## src/rtl/cmp_entry_sequencer.sv

```systemverilog
// Press-driven front end for the DE10-Lite 4-bit magnitude comparator.
// Operands A then B are captured on debounced KEY1 presses, compared once, and the result is shown for a timed window.
module cmp_entry_sequencer #(
   parameter int WIDTH        = 4,
   parameter int DEBOUNCE_CYC = 500000,
   parameter int SHOW_CYC     = 100000000
) (
   input  logic       MAX10_CLK1_50,
   input  logic       KEY0,
   input  logic       KEY1,
   input  logic [9:0] SW,
   output logic [9:0] LEDR,
   output logic [7:0] HEX0,
   output logic [7:0] HEX1,
   output logic [7:0] HEX2,
   output logic [7:0] HEX3,
   output logic [7:0] HEX4,
   output logic [7:0] HEX5
);

   localparam int DB_W = $clog2(DEBOUNCE_CYC + 1);
   localparam int TM_W = $clog2(SHOW_CYC + 1);

   typedef enum logic [1:0] {
      WAIT_A = 2'b00,
      WAIT_B = 2'b01,
      CMP    = 2'b10,
      SHOW   = 2'b11
   } state_t;

   typedef enum logic [1:0] {
      RES_NONE = 2'd0,
      RES_E    = 2'd1,
      RES_L    = 2'd2,
      RES_G    = 2'd3
   } result_t;

   logic             keySync1_q, keySync2_q;
   logic             clrSync1_q, clrSync2_q;
   logic             keyStable_q, keyStable_d;
   logic [DB_W-1:0]  dbCnt_q, dbCnt_d;
   logic             press_q, press_d;

   state_t           state_q, state_d;
   logic [WIDTH-1:0] opA_q, opA_d;
   logic [WIDTH-1:0] opB_q, opB_d;
   logic             aValid_q, aValid_d;
   logic             bValid_q, bValid_d;
   result_t          result_q, result_d;
   logic [3:0]       tallyE_q, tallyE_d;
   logic [3:0]       tallyL_q, tallyL_d;
   logic [3:0]       tallyG_q, tallyG_d;
   logic [TM_W-1:0]  timer_q, timer_d;

   logic [2:0]       resLed;
   logic             unusedSw;

   assign unusedSw = ^SW[8:WIDTH];

   // KEY1 idles high, so its synchronizer and accepted level reset high to avoid a phantom edge.
   always_ff @(posedge MAX10_CLK1_50 or negedge KEY0) begin
      if (!KEY0) begin
         keySync1_q  <= 1'b1;
         keySync2_q  <= 1'b1;
         clrSync1_q  <= 1'b0;
         clrSync2_q  <= 1'b0;
         keyStable_q <= 1'b1;
         dbCnt_q     <= '0;
         press_q     <= 1'b0;
         state_q     <= WAIT_A;
         opA_q       <= '0;
         opB_q       <= '0;
         aValid_q    <= 1'b0;
         bValid_q    <= 1'b0;
         result_q    <= RES_NONE;
         tallyE_q    <= '0;
         tallyL_q    <= '0;
         tallyG_q    <= '0;
         timer_q     <= '0;
      end else begin
         keySync1_q  <= KEY1;
         keySync2_q  <= keySync1_q;
         clrSync1_q  <= SW[9];
         clrSync2_q  <= clrSync1_q;
         keyStable_q <= keyStable_d;
         dbCnt_q     <= dbCnt_d;
         press_q     <= press_d;
         state_q     <= state_d;
         opA_q       <= opA_d;
         opB_q       <= opB_d;
         aValid_q    <= aValid_d;
         bValid_q    <= bValid_d;
         result_q    <= result_d;
         tallyE_q    <= tallyE_d;
         tallyL_q    <= tallyL_d;
         tallyG_q    <= tallyG_d;
         timer_q     <= timer_d;
      end
   end

   // The counter runs only while the synchronized key disagrees with the accepted level.
   always_comb begin
      keyStable_d = keyStable_q;
      dbCnt_d     = '0;
      press_d     = 1'b0;
      if (keySync2_q != keyStable_q) begin
         if (dbCnt_q == DB_W'(DEBOUNCE_CYC - 1)) begin
            keyStable_d = keySync2_q;
            press_d     = ~keySync2_q;
         end else begin
            dbCnt_d = dbCnt_q + 1'b1;
         end
      end
   end

   always_comb begin
      state_d  = state_q;
      opA_d    = opA_q;
      opB_d    = opB_q;
      aValid_d = aValid_q;
      bValid_d = bValid_q;
      result_d = result_q;
      tallyE_d = tallyE_q;
      tallyL_d = tallyL_q;
      tallyG_d = tallyG_q;
      timer_d  = timer_q;
      case (state_q)
         WAIT_A: begin
            if (press_q) begin
               opA_d    = SW[WIDTH-1:0];
               aValid_d = 1'b1;
               bValid_d = 1'b0;
               state_d  = WAIT_B;
            end
         end
         WAIT_B: begin
            if (press_q) begin
               opB_d    = SW[WIDTH-1:0];
               bValid_d = 1'b1;
               state_d  = CMP;
            end
         end
         CMP: begin
            if (opA_q == opB_q) begin
               result_d = RES_E;
               tallyE_d = (tallyE_q == 4'hF) ? tallyE_q : tallyE_q + 4'd1;
            end else if (opA_q < opB_q) begin
               result_d = RES_L;
               tallyL_d = (tallyL_q == 4'hF) ? tallyL_q : tallyL_q + 4'd1;
            end else begin
               result_d = RES_G;
               tallyG_d = (tallyG_q == 4'hF) ? tallyG_q : tallyG_q + 4'd1;
            end
            timer_d = TM_W'(SHOW_CYC - 1);
            state_d = SHOW;
         end
         SHOW: begin
            if (press_q) begin
               opA_d    = SW[WIDTH-1:0];
               aValid_d = 1'b1;
               bValid_d = 1'b0;
               state_d  = WAIT_B;
            end else if (timer_q == '0) begin
               state_d = WAIT_A;
            end else begin
               timer_d = timer_q - 1'b1;
            end
         end
         default: state_d = WAIT_A;
      endcase
      if (clrSync2_q) begin
         tallyE_d = '0;
         tallyL_d = '0;
         tallyG_d = '0;
      end
   end

   function automatic logic [7:0] hexSeg(input logic [3:0] v);
      logic [7:0] s;
      case (v)
         4'h0: s = 8'hC0;
         4'h1: s = 8'hF9;
         4'h2: s = 8'hA4;
         4'h3: s = 8'hB0;
         4'h4: s = 8'h99;
         4'h5: s = 8'h92;
         4'h6: s = 8'h82;
         4'h7: s = 8'hF8;
         4'h8: s = 8'h80;
         4'h9: s = 8'h90;
         4'hA: s = 8'h88;
         4'hB: s = 8'h83;
         4'hC: s = 8'hC6;
         4'hD: s = 8'hA1;
         4'hE: s = 8'h86;
         default: s = 8'h8E;
      endcase
      return s;
   endfunction

   // Outputs are pure decodes of registered state, so no input reaches them combinationally.
   always_comb begin
      resLed = 3'b000;
      HEX3   = 8'hFF;
      case (result_q)
         RES_E: begin
            resLed = 3'b100;
            HEX3   = 8'h86;
         end
         RES_L: begin
            resLed = 3'b001;
            HEX3   = 8'hC7;
         end
         RES_G: resLed = 3'b010;
         default: resLed = 3'b000;
      endcase
   end

   assign LEDR = {5'b00000, state_q, resLed};
   assign HEX0 = hexSeg(tallyE_q);
   assign HEX1 = hexSeg(tallyL_q);
   assign HEX2 = hexSeg(tallyG_q);
   assign HEX4 = bValid_q ? hexSeg(4'(opB_q)) : 8'hFF;
   assign HEX5 = aValid_q ? hexSeg(4'(opA_q)) : 8'hFF;

endmodule

```

## config.mk

```make
export PLATFORM = sky130hd
export DESIGN_NAME = cmp_entry_sequencer
export DESIGN_NICKNAME = d
export VERILOG_FILES = /design/src/rtl/cmp_entry_sequencer.sv
export SDC_FILE = /design/constraint.sdc
export NUM_CORES = 1
export LEC_CHECK = 0
export BUFFER_PORTS_ARGS = -buffer_cell sky130_fd_sc_hd__buf_2
export CAP_MARGIN = 20
export CELL_PAD_IN_SITES_DETAIL_PLACEMENT = 1
export CELL_PAD_IN_SITES_GLOBAL_PLACEMENT = 2
export CORE_MARGIN = 5
export CORE_UTILIZATION = 37
export CTS_BUF_LIST = sky130_fd_sc_hd__clkbuf_4
export DETAILED_ROUTE_END_ITERATION = 10
export HOLD_SLACK_MARGIN = 0.1
export PLACE_DENSITY = 0.87
export SETUP_SLACK_MARGIN = 0.1
export SYNTH_ARGS = -nofsm -noshare
export SYNTH_HDL_FRONTEND = slang
export SYNTH_SLANG_ARGS = --single-unit
```

## constraint.sdc

```tcl
create_clock -name MAX10_CLK1_50 -period 2.8 [get_ports MAX10_CLK1_50]
set_clock_uncertainty 0.05 [all_clocks]
set_input_delay 0.7 -clock MAX10_CLK1_50 [delete_from_list [all_inputs] [get_ports MAX10_CLK1_50]]
set_output_delay 0.7 -clock MAX10_CLK1_50 [all_outputs]
set_load 0.02 [all_outputs]
```

Word-level counts from Yosys, hierarchy flattened
Memory sizes are Yosys's and may differ from the RTL's.
Index checks and enable logic that the tools add are counted.
{ "word_totals": {"register_bits": 78, "mem_bits_ro": 560, "input_bits": 13, "out_inout_bits": 58, "wordCells": 104, "mem_count": 5} }
{ "op_classes": {"n_addsub": 5, "n_lt_le_gt_ge": 1, "eq_ne": 23, "n_mux": 35, "bitwise": 1, "n_reduce_logical": 17} }
{ "mem_list": {"columns": ["memory", "words", "width", "read_ports", "rd_clocked_by_memory_dff", "write_ports", "line", "text"], "rows": [
  ["(name not given)", 16, 7, 1, 0, 0, "180", "case (v)"],
  ["(name not given)", 16, 7, 1, 0, 0, "180", null],
  ["(name not given)", 16, 7, 1, 0, 0, "180", null],
  ["(name not given)", 16, 7, 1, 0, 0, "180", null],
  ["(name not given)", 16, 7, 1, 0, 0, "180", null]
]} }
{ "ops": {"columns": ["op", "n"], "rows": [
  ["2-to-1 mux 4 bit", 14],
  ["2-to-1 mux 27 bit", 2],
  ["case mux 27 bit (2 select lines)", 1],
  ["2-to-1 mux 19 bit", 2],
  ["logical NOT 27 bit", 1],
  ["subtractor 27 x 1 -> 27 bit, second input constant", 1],
  ["adder 19 x 1 -> 19 bit, second input constant", 1],
  ["== test 19 bit, second input constant", 1],
  ["!= test 2 bit, second input constant", 9],
  ["2-to-1 mux 8 bit", 2],
  ["case mux 7 bit (2 select lines)", 1],
  ["adder 4 x 1 -> 4 bit, second input constant", 3],
  ["== test 4 bit, second input constant", 3],
  ["AND reduction 3 bit", 4],
  ["2-to-1 mux 2 bit", 5],
  ["nonzero test 2 bit", 5],
  ["case mux 3 bit (3 select lines)", 1],
  ["== test 2 bit, second input constant", 4],
  ["case mux 2 bit (4 select lines)", 1],
  ["AND reduction 4 bit", 2],
  ["AND reduction 2 bit", 3],
  ["2-to-1 mux 1 bit", 5],
  ["== test 2 x 1 -> 1 bit, second input constant", 2],
  ["== test 4 bit", 1],
  ["other kinds (8)", 8]
]} }

Logic depth before layout (Yosys ltp)
Gate-level depths: netlist of the first run.
{ "logic_depth": {"depth_word": 6, "depth_mapped": 8, "mapped_depth_nobuf": 7} }

Worst setup path before layout of the first run
Ideal clock, no wire load.
{ "synth_timing": {"path_kind": "register to register", "start": "register timer_q[14]", "end": "register timer_q[4]", "setup_time_ns": 0.159, "t_arrival_ns": 2.277, "required_ns": 2.591, "slack_ns": 0.314, "path_stages_with_launch": 8, "path_cell_list": "dfrtp_1 -> or4_4 -> or4_4 -> buf_6 -> o31a_1 -> buf_6 -> a211oi_2 -> a31oi_1"} }
{ "synth_via": {"elab_chain_len": 3} }
{ "synth_rtl": {"columns": ["element", "line", "text"], "rows": [
  ["from (decl)", "53", "logic [TM_W-1:0] timer_q, timer_d;"],
  ["from (signal assigned)", "97", "timer_q <= timer_d;"],
  ["logical NOT 27 bit", "163", "end else if (timer_q == '0) begin"],
  ["!= test 2 bit (no source line)", null, null],
  ["AND reduction 3 bit (no source line)", null, null]
]} }
Every way passes these cells.
A chain may end at the register's enable or synchronous reset.

Worst setup path in the final report of the first run
{ "layout_timing": {"start": "register opA_q[0]", "end": "output HEX5[3]"} }
{ "layout_via": {"elab_chain_len": 2} }
{ "layout_rtl": {"columns": ["element", "line", "text"], "rows": [
  ["from (decl)", "45", "logic [WIDTH-1:0] opA_q, opA_d;"],
  ["from (signal assigned)", "89", "opA_q <= opA_d;"],
  ["memory (16 x 7 bit)", null, null],
  ["2-to-1 mux 8 bit", "224", "assign HEX5 = aValid_q ? hexSeg(4'(opA_q)) : 8'hFF;"],
  ["to (decl)", "18", "output logic [7:0] HEX5"]
]} }
Every way passes these cells.

==> run_results.csv, run 1 <==
group,metric,value,unit
synth,yosysWarnings,0,
pwr,p_int,0.00156,W
synth,synth_area_per_cell,9.26,um2
timing,fmax,370,MHz
pwr,p_switching,0.000496,W
synth,ys_ff_latch,78,
pwr,p_seq_share,55.9,%
global_routing,use_met3,2.47,%
clocking,clockRootBuffer,"clkbuf_4",
timing,relSlewSlack,49.0,%
timing,rsz0062_at_grt,"true",
run,cap_violations,0,
finish,drive_gt1_share,28.7,%
setup_path,max_stage_delay,0.45,ns
placement,portBuffers,52,
setup_path,critPathMaxFanout,4,
routing,routed_wl,13800,um
floorplan,initial_core_util,37.7,%
synth,synthCells,568,
finish,seqCellArea,1970,um2
setup_path,crit_required,2.05,ns
synth,ys_async_sr_fraction,100,%
floorplan,io_pins,71,
setup_path,crit_path_end_kind,"output pin",
global_routing,antenna_found_initial,0,
global_routing,grt_pass1_vias,4645,
clocking,cts_tree,"done",
pwr,p_sw_share,24.2,%
global_routing,met2_usage,29.2,%
run_status,outcome,"finished clean",
synth,synth_edf_count,0,
setup_path,cp.depth,7,
placement,gp_congestion,0.809,
timing,hold_viol,0,
routing,drtAntennaViolNets,0,
floorplan,die_h,129,um
synth,synth.distinct_cells,57,
clocking,clockBufferDepth,2,
global_routing,grt_use_met1,21.6,%
clocking,cts_sinks,78,
setup_path,cp_top_family,"multiplexers",
finish,area_growth,22.0,%
routing,drc,0,
finish,multi_input_area,3270,um2
global_routing,grt_pass1_wl,23200,um
routing,drt-pass1-iter-count,4,
floorplan,core_area,13900,um2
finish,final_nets,705,
pwr,vdd_drop_max,0.000239,V
timing,maxSlewViolCount,0,
floorplan,rows,43,
pwr,power.density,320,nW/um2
setup_path,r2r_cells,5,
routing,initialDrtViolationCount,230,
setup_path,startpoint,"opA_q[0]",
hold_path,min_path_type,"primary input to asynchronous set/reset pin",
timing,final.setup.tns,0,ns
global_routing,grt_max_degree,42,
setup_path,path_cells,"inv_4 -> ha_4 -> inv_2 -> mux4_2 -> inv_2 -> nand2_2 -> buf_6",
timing,post-route-min-period,2.71,ns
pwr,clkPwrFrac,38.4,%
finish,n_fill_cell,1615,
setup_path,r2r_start,"timer_q[14]",
synth,netlist_area,5260,um2
routing,wl_per_cell,16.5,um
finish,post-route-util,46.0,%
global_routing,grt.total_usage,16.8,%
setup_path,setup.worst_path.start_class,"flop",
routing,via_count,4430,
timing,setup_viol,0,
pwr,p_leak,2.91,nW
floorplan,dieArea,16700,um2
timing,holdWs,0.186,ns
synth,ys.flop_type,"dfrtp_1",
clocking,clk_pin_slew,0.15,ns
setup_path,critPathSlowestCell,"mux4_2",
synth,yosysSeqAreaShare,37.2,%
routing,vias_per_cell,5.32,
clocking,cts_made_buffers,9,
pwr,pwr-share-comb,5.7,%
global_routing,overflow,0,
synth,synth_top_area_share,35.7,%
setup_path,path_common_cell,"inv_2",
setup_path,crit_buf_inv,4,
timing,fin_crit_sh,96.6,%
clocking,clk_latency,0.43,ns
synth,netlist.top_cell.by_area,"dfrtp_1",
clocking,htreeDepth,3,
floorplan,dieWidth,129,um
timing,worst_slew_pin_slew,0.766,ns
global_routing,top_usage_layer,"met2",
finish,diodes,0,
placement,dpl.hpwl,9700,um
setup_path,critPathKind,"flop to output pin",
synth,synth.area.top_cells,"dfrtp_1, ha_1, nor2_1",
setup_path,crit_arrival,1.96,ns
## per-stage QoR
stage	area, um2	setup WS [ns]	std cells	power, W
after floorplan	5300	0.314	579	0.00124
after global placement	5700	0.260	789	0.00127
after detailed placement	5700	0.139	789	0.00128
after CTS	6150	0.0736	823	0.00209
after global routing	6410	-0.0123	832	0.00216
final	6410	0.0948	832	0.00206
## Yosys cell counts (all sizes together), types with 8 or more instances
master	n
o21ai	27
mux2i	20
and3	9
nand3	22
nor2	62
inv	28
mux2	13
dfrtp	75
nand2	45
nor3	14
a21oi	20
buf	19
nor2b	10
ha	45
nand4	8
xor2	20
o211ai	13
clkbuf	17
nand2b	9
xnor2	9
## power groups by stage
| stage | logic, W | clock network [W] | registers [W] |
|---|---|---|---|
| after detailed placement | 0.000106 | 0 | 0.00117 |
| final | 0.000117 | 0.000790 | 0.00115 |
| after global placement | 0.000100 | 0 | 0.00117 |
| after global routing | 0.000133 | 0.000877 | 0.00115 |
| after floorplan | 0.0000716 | 0 | 0.00117 |
| after CTS | 0.000117 | 0.000821 | 0.00115 |
## worst paths after layout
check / endpoint / slack (ns)
setup reg to reg: timer_q[2] / 0.23
setup / recovery: HEX5[3] / 0.09
hold reg to reg: clrSync2_q / 0.32
min in group MAX10_CLK1_50: keySync1_q / 0.31
max in group asynchronous: tallyE_q[2] / 1.88
hold / removal: dbCnt_q[8] / 0.19
## timing repair
action                                  CTS  global route
gates resized for setup                  45            50
pin swaps                                 1             4
endpoints found under the setup margin   15            21
setup buffers                            18             9
hold buffers                              0             0
## cell families (layout without fill, tap and decap cells)
logic type / count (synthesis) / after routing / synth area share, %
and+or+nand+nor: 214 / 214 / 20.5
AOI/OAI and AO/OA: 98 / 98 / 12.3
DFF: 78 / 78 / 37.2
buffers and inverters: 65 / 138 / 6.07
adders and majority gates: 45 / 45 / 10.7
muxes: 37 / 37 / 8.30
xor gates and xnor gates: 29 / 29 / 4.83
other: 2 / 13 / 0.143
## layout make-up
| class | instances | share of cell area, % |
|---|---|---|
| multi-input cells | 436 | 51.0 |
| clock inverters | 5 | 1.31 |
| repair buffers | 93 | 10.2 |
| well taps | 180 | 3.51 |
| clock buffers | 11 | 1.29 |
| flip-flops and latches | 78 | 30.7 |
| inverters | 29 | 2.03 |
## registers in the layout, summed over array words and instances (netlist names), 2 cells and up
| register | flops |
|---|---|
| dbCnt_q | 19 |
| timer_q | 27 |
| opB_q | 4 |
| result_q | 2 |
| tallyG_q | 4 |
| tallyE_q | 4 |
| tallyL_q | 4 |
| state_q | 2 |
| opA_q | 4 |
## worst reg2reg max path, cell delays in order (launching register included)
cell,delay (ns)
dfrtp_1,0.42
or4_4,0.58
or4_4,0.58
o31a_4,0.47
and3_1,0.22
o21ai_0,0.19
## cells in the final DEF (no fill, tap or decap), drive strengths merged, types with 8 or more instances in the layout
cell	netlist	routed
buf	19	93
dfrtp	75	75
nor2	62	62
nand2	45	45
ha	45	45
inv	28	28
o21ai	27	27
nand3	22	22
mux2i	20	20
a21oi	20	20
xor2	20	20
nor3	14	14
o211ai	13	13
mux2	13	13
conb	2	13
clkbuf	17	11
nor2b	10	10
nand2b	9	9
and3	9	9
xnor2	9	9
nand4	8	8
## routing by layer
metal / wire [um] / vias to the layer above
met4: 233 / 0
li1: - / 2140
met5: 0 / -
met3: 366 / 17
met1: 6190 / 2224
met2: 6980 / 49
No activity file was read; power rests on OpenSTA's default activity.
==> run 2: changes to the inputs <==
clock period = 2.9 ns   (was 2.8 ns; I/O delays follow)
==> run 2 against run 1 <==
- power decreased by 4.4%
- sequential cell count unchanged
- cell count decreased by 0.84%
- largest cell class unchanged
==> run_results.csv, run 2 (same netlist as run 1, synthesis figures left out) <==
group,metric,value,unit
run_status,outcome,"finished clean",
clocking,htreeDepth,3,
floorplan,core_area,13900,um2
global_routing,antenna_found_initial,0,
global_routing,grt_pass1_vias,4462,
timing,maxSlewViolCount,0,
pwr,vdd_drop_max,0.000231,V
setup_path,max_stage_delay,0.45,ns
pwr,power.density,316,nW/um2
finish,finalNonFillerCells,825,
clocking,cts_tree,"done",
run,cap_violations,0,
placement,portBuffers,52,
finish,area_growth,18.2,%
timing,hold_viol,0,
floorplan,die_h,129,um
setup_path,crit_buf_inv,4,
clocking,cts_made_buffers,9,
routing,vias_per_cell,5.29,
setup_path,critPathSlowestCell,"mux4_2",
finish,seqCellArea,1970,um2
timing,worst_slew_pin_slew,0.768,ns
clocking,cts_sinks,78,
clocking,ctsHoldBuffers,0,
finish,multi_input_area,3150,um2
finish,drive_gt1_share,26.2,%
clocking,clockBufferDepth,2,
clocking,clockRootBuffer,"clkbuf_4",
routing,drt-pass1-iter-count,4,
routing,wl_per_cell,16.0,um
clocking,clk_pin_slew,0.13,ns
placement,gp_congestion,0.819,
finish,n_fill_cell,1663,
timing,setup_viol,0,
setup_path,cp_top_family,"multiplexers",
routing,drc,0,
timing,rsz0062_at_grt,"true",
timing,fmax,354,MHz
finish,largest-register,"timer_q",
timing,post-route-min-period,2.83,ns
finish,diodes,0,
pwr,p_leak,2.86,nW
routing,initialDrtViolationCount,156,
finish,final_common_cell,"dfrtp_1",
finish,final_nets,699,
floorplan,initial_core_util,37.7,%
global_routing,grt.total_usage,16.1,%
routing,via_count,4367,
routing,routed_wl,13200,um
setup_path,path_cells,"clkinvlp_4 -> ha_4 -> inv_2 -> mux4_2 -> inv_2 -> nand2_2 -> buf_6",
placement,dp.cells,787,
setup_path,crit_arrival,2.05,ns
floorplan,rows,43,
timing,fin_crit_sh,97.5,%
global_routing,grt_pass1_wl,22000,um
global_routing,grt_max_degree,43,
finish,top_regs,"timer_q (27), dbCnt_q (19)",
hold_path,min_path_type,"primary input to asynchronous set/reset pin",
setup_path,critPathMaxFanout,5,
setup_path,critPathKind,"flop to output pin",
setup_path,path_common_cell,"inv_2",
setup_path,setup.worst_path.start_class,"flop",
setup_path,crit_path_end_kind,"output pin",
timing,relSlewSlack,48.8,%
setup_path,crit_required,2.12,ns
finish,mostFrequentLayoutCells,"dfrtp_1, nor2_1, nand2_1, buf_2, buf_4",
clocking,clk_latency,0.44,ns
global_routing,overflow,0,
floorplan,io_pins,71,
floorplan,dieArea,16700,um2
pwr,total_power,0.00197,W
placement,dpl.hpwl,9320,um
routing,drtAntennaViolNets,0,
finish,largest_register_ffs,27,
floorplan,dieWidth,129,um
-- run 2: cell types whose count changed in the layout (fill, tap and decap cells not counted), moves of 3 or more --
cell and change:
buf_6 -5, ha_1 +5, ha_2 +3, ha_4 -8, inv_1 +3, inv_4 -3
-- run 2: area by class of cell --
cell class              count  area share, %
flip-flops and latches     78           31.7
clock buffers              11           1.33
multi-input cells         436           50.7
well taps                 180           3.62
inverters                  29           1.97
clock inverters             4           1.17
repair buffers             87           9.54
-- run 2: power by group --
part | total (W) | internal [W] | switching [W]
clock | 0.000746 | 0.000364 | 0.000382
combinational | 0.000111 | 0.0000363 | 0.0000744
sequential | 0.00111 | 0.00110 | 0.0000119
total | 0.00197 | 0.00150 | 0.000468
-- run 2: path summary, 6_finish.rpt --
check                           startpoint  slack [ns]  cells past startpoint          end
worst max register to register    opB_q[2]        0.34                      7  tallyE_q[3]
worst min register to register  keySync1_q        0.32                      0   keySync2_q
worst max-delay path              opB_q[0]        0.07                      7      HEX4[3]
min in group MAX10_CLK1_50      keySync1_q        0.32                      0   keySync2_q
worst min-delay path                  KEY0        0.21                      1  dbCnt_q[10]
max in group asynchronous             KEY0        1.93                      2  keyStable_q
-- run 2: stage by stage --
| stage | worst slack (ns) | hold WS (ns) | setup TNS, ns | cell area (um2) | utilization (%) |
|---|---|---|---|---|---|
| 3_5_place_dp | 0.302 | 0.290 | 0 | 5680 | 40.8 |
| 6_report | 0.0733 | 0.215 | 0 | 6210 | 44.6 |
| 4_1_cts | 0.0890 | 0.219 | 0 | 5960 | 42.8 |
| 2_1_floorplan | 0.414 | 0.281 | 0 | 5300 | - |
| 5_1_grt | -0.0466 | 0.208 | -0.0837 | 6210 | 44.6 |
| 3_3_place_gp | 0.371 | 0.286 | 0 | 5680 | 40.8 |
-- run 2: repair_timing --
action | CTS | global route
setup endpoints to repair | 6 | 15
pin swaps | 1 | 4
resized for setup | 20 | 47
setup buffers | 8 | 15
-- run 2: metal layers --
metal	track usage (%)	vias up	part of all wire, %
met5	0	-	0
met4	3.15	0	0.60
met3	3.05	7	3.2
met2	27.3	52	50
met1	21.6	2187	46
li1	-	2121	-
-- run 2: worst reg2reg max path: stages (launching register included) --
cell and delay [ns]:
dfrtp_1 0.51, clkinv_1 0.28, ha_1 0.38, nand4_1 0.17, a311oi_1 0.63, nand4_1 0.19, xor2_1 0.17, nor2_1 0.05
==> run 3: changes to the inputs <==
SETUP_SLACK_MARGIN = 0.15   (was 0.1)
==> run 3 against run 2 <==
- sequential power about the same
- non-clock buffer count increased by 3
- critical path depth decreased by 2
- fmax increased by 2.7%
- core utilization increased by 0.61 points
- sequential share of layout area decreased by 0.41 points
- power increased by 0.25%
- die area unchanged
- count of clock-buffer cells in the layout unchanged
- worst setup slack improved by 0.074 ns
- cell count increased by 0.36%
- global-route usage increased by 0.26 points
- critical endpoint is now HEX2[3]
==> run_results.csv, run 3 (same netlist as run 1, synthesis figures left out) <==
group,metric,value,unit
run_status,outcome,"finished clean",
routing,vias_per_cell,5.29,
clocking,clk_latency,0.44,ns
global_routing,grt_pass1_vias,4494,
pwr,vdd_drop_max,0.000231,V
pwr,p_leak,2.88,nW
setup_path,critPathMaxFanout,5,
timing,fin_ws,0.147,ns
finish,diodes,0,
finish,final_common_cell,"dfrtp_1",
floorplan,io_pins,71,
timing,hold_viol,0,
floorplan,die_h,129,um
timing,setup_viol,0,
setup_path,crit_arrival,1.98,ns
clocking,clockRootBuffer,"clkbuf_4",
finish,largest_register_ffs,27,
setup_path,crit_buf_inv,3,
timing,rsz0062_at_grt,"true",
clocking,clk_pin_slew,0.13,ns
timing,final.setup.tns,0,ns
setup_path,critPathSlowestCell,"dfrtp_2",
timing,fin_crit_sh,94.9,%
global_routing,antenna_found_initial,0,
timing,maxSlewViolCount,0,
floorplan,rows,43,
setup_path,crit_required,2.12,ns
finish,top_regs,"timer_q (27), dbCnt_q (19)",
setup_path,path_cells,"inv_4 -> ha_1 -> inv_1 -> mux4_2 -> buf_6",
global_routing,overflow,0,
finish,drive_gt1_share,27.8,%
floorplan,dieWidth,129,um
placement,portBuffers,52,
setup_path,crit_path_end_kind,"output pin",
routing,drt-pass1-iter-count,4,
floorplan,initial_core_util,37.7,%
routing,drc,0,
pwr,power.density,313,nW/um2
global_routing,grt_pass1_wl,22400,um
floorplan,dieArea,16700,um2
timing,fmax,363,MHz
placement,place_ws,0.302,ns
clocking,cts_made_buffers,9,
floorplan,core_area,13900,um2
clocking,cts_tree,"done",
run,cap_violations,0,
setup_path,cp_top_family,"flip-flops",
clocking,clockBufferDepth,2,
global_routing,grt.total_usage,16.3,%
finish,final_nets,702,
placement,gp_congestion,0.819,
routing,via_count,4384,
hold_path,min_path_type,"primary input to asynchronous set/reset pin",
timing,post-route-min-period,2.75,ns
setup_path,critPathKind,"flop to output pin",
placement,dpl.hpwl,9320,um
clocking,ctsHoldBuffers,0,
timing,relSlewSlack,49.3,%
global_routing,grt_max_degree,43,
routing,wl_per_cell,15.9,um
finish,mostFrequentLayoutCells,"dfrtp_1, nor2_1, buf_2",
setup_path,setup.worst_path.start_class,"flop",
clocking,cts_sinks,78,
timing,worst_slew_pin_slew,0.761,ns
setup_path,max_stage_delay,0.47,ns
finish,area_growth,19.8,%
clocking,htreeDepth,3,
routing,drtAntennaViolNets,0,
routing,routed_wl,13200,um
routing,initialDrtViolationCount,216,
finish,largest-register,"timer_q",
==> run 3: through the flow <==
stage                     area [um2]  cells  utilization (%)  power, W  hold WS (ns)
after floorplan                 5300    579                -   0.00119         0.281
after global placement          5680    787             40.8   0.00122         0.286
after detailed placement        5680    787             40.8   0.00123         0.290
after CTS                       6080    815             43.7   0.00199         0.219
after global routing            6300    828             45.2   0.00206         0.208
final                           6300    828             45.2   0.00197         0.212
==> run 3: final cells by class <==
cell class                 count  area [um2]
clock buffer                  11        82.6
clock inverter                 4        72.6
fill                        1650        7630
inverter                      29         126
multi-input combinational    436        3210
sequential                    78        1970
tap                          180         225
timing repair buffer          90         617
==> run 3: repair_timing <==
item	in CTS	in global routing
setup endpoints to repair	8	23
buffers inserted	13	13
resized for setup	40	36
pin swaps	1	2
==> run 3: worst paths after layout <==
kind	startpoint	slack [ns]	depth (start not counted)	endpoint
worst max-delay path	tallyG_q[0]	0.15	5	HEX2[3]
worst min-delay path	KEY0	0.21	1	dbCnt_q[10]
worst max register to register	timer_q[14]	0.35	5	timer_q[9]
worst min register to register	keySync1_q	0.32	0	keySync2_q
max in group asynchronous	KEY0	1.94	2	keyStable_q
min in group MAX10_CLK1_50	keySync1_q	0.32	0	keySync2_q
==> run 3: per-layer routing <==
layer / wire [um] / track usage [%] / vias to the layer above / share of wire [%]
met2: 6510 / 27.5 / 52 / 49
met5: 0 / 0 / - / 0
met4: 79 / 3.15 / 0 / 0.60
met1: 6200 / 22.1 / 2193 / 47
li1: - / - / 2132 / -
met3: 405 / 3.05 / 7 / 3.1
==> run 3: worst register-to-register path: stages (launching register included) <==
cell	delay [ns]
dfrtp_1	0.42
or4_4	0.57
or4_4	0.57
o31a_2	0.50
nand4b_1	0.17
mux2i_1	0.21
==> run 3: where the power goes <==
part,switching [W],total [W],internal [W]
clock network,0.000383,0.000747,0.000364
logic,0.0000759,0.000114,0.0000381
registers,0.0000123,0.00111,0.00110
total,0.000471,0.00197,0.00150
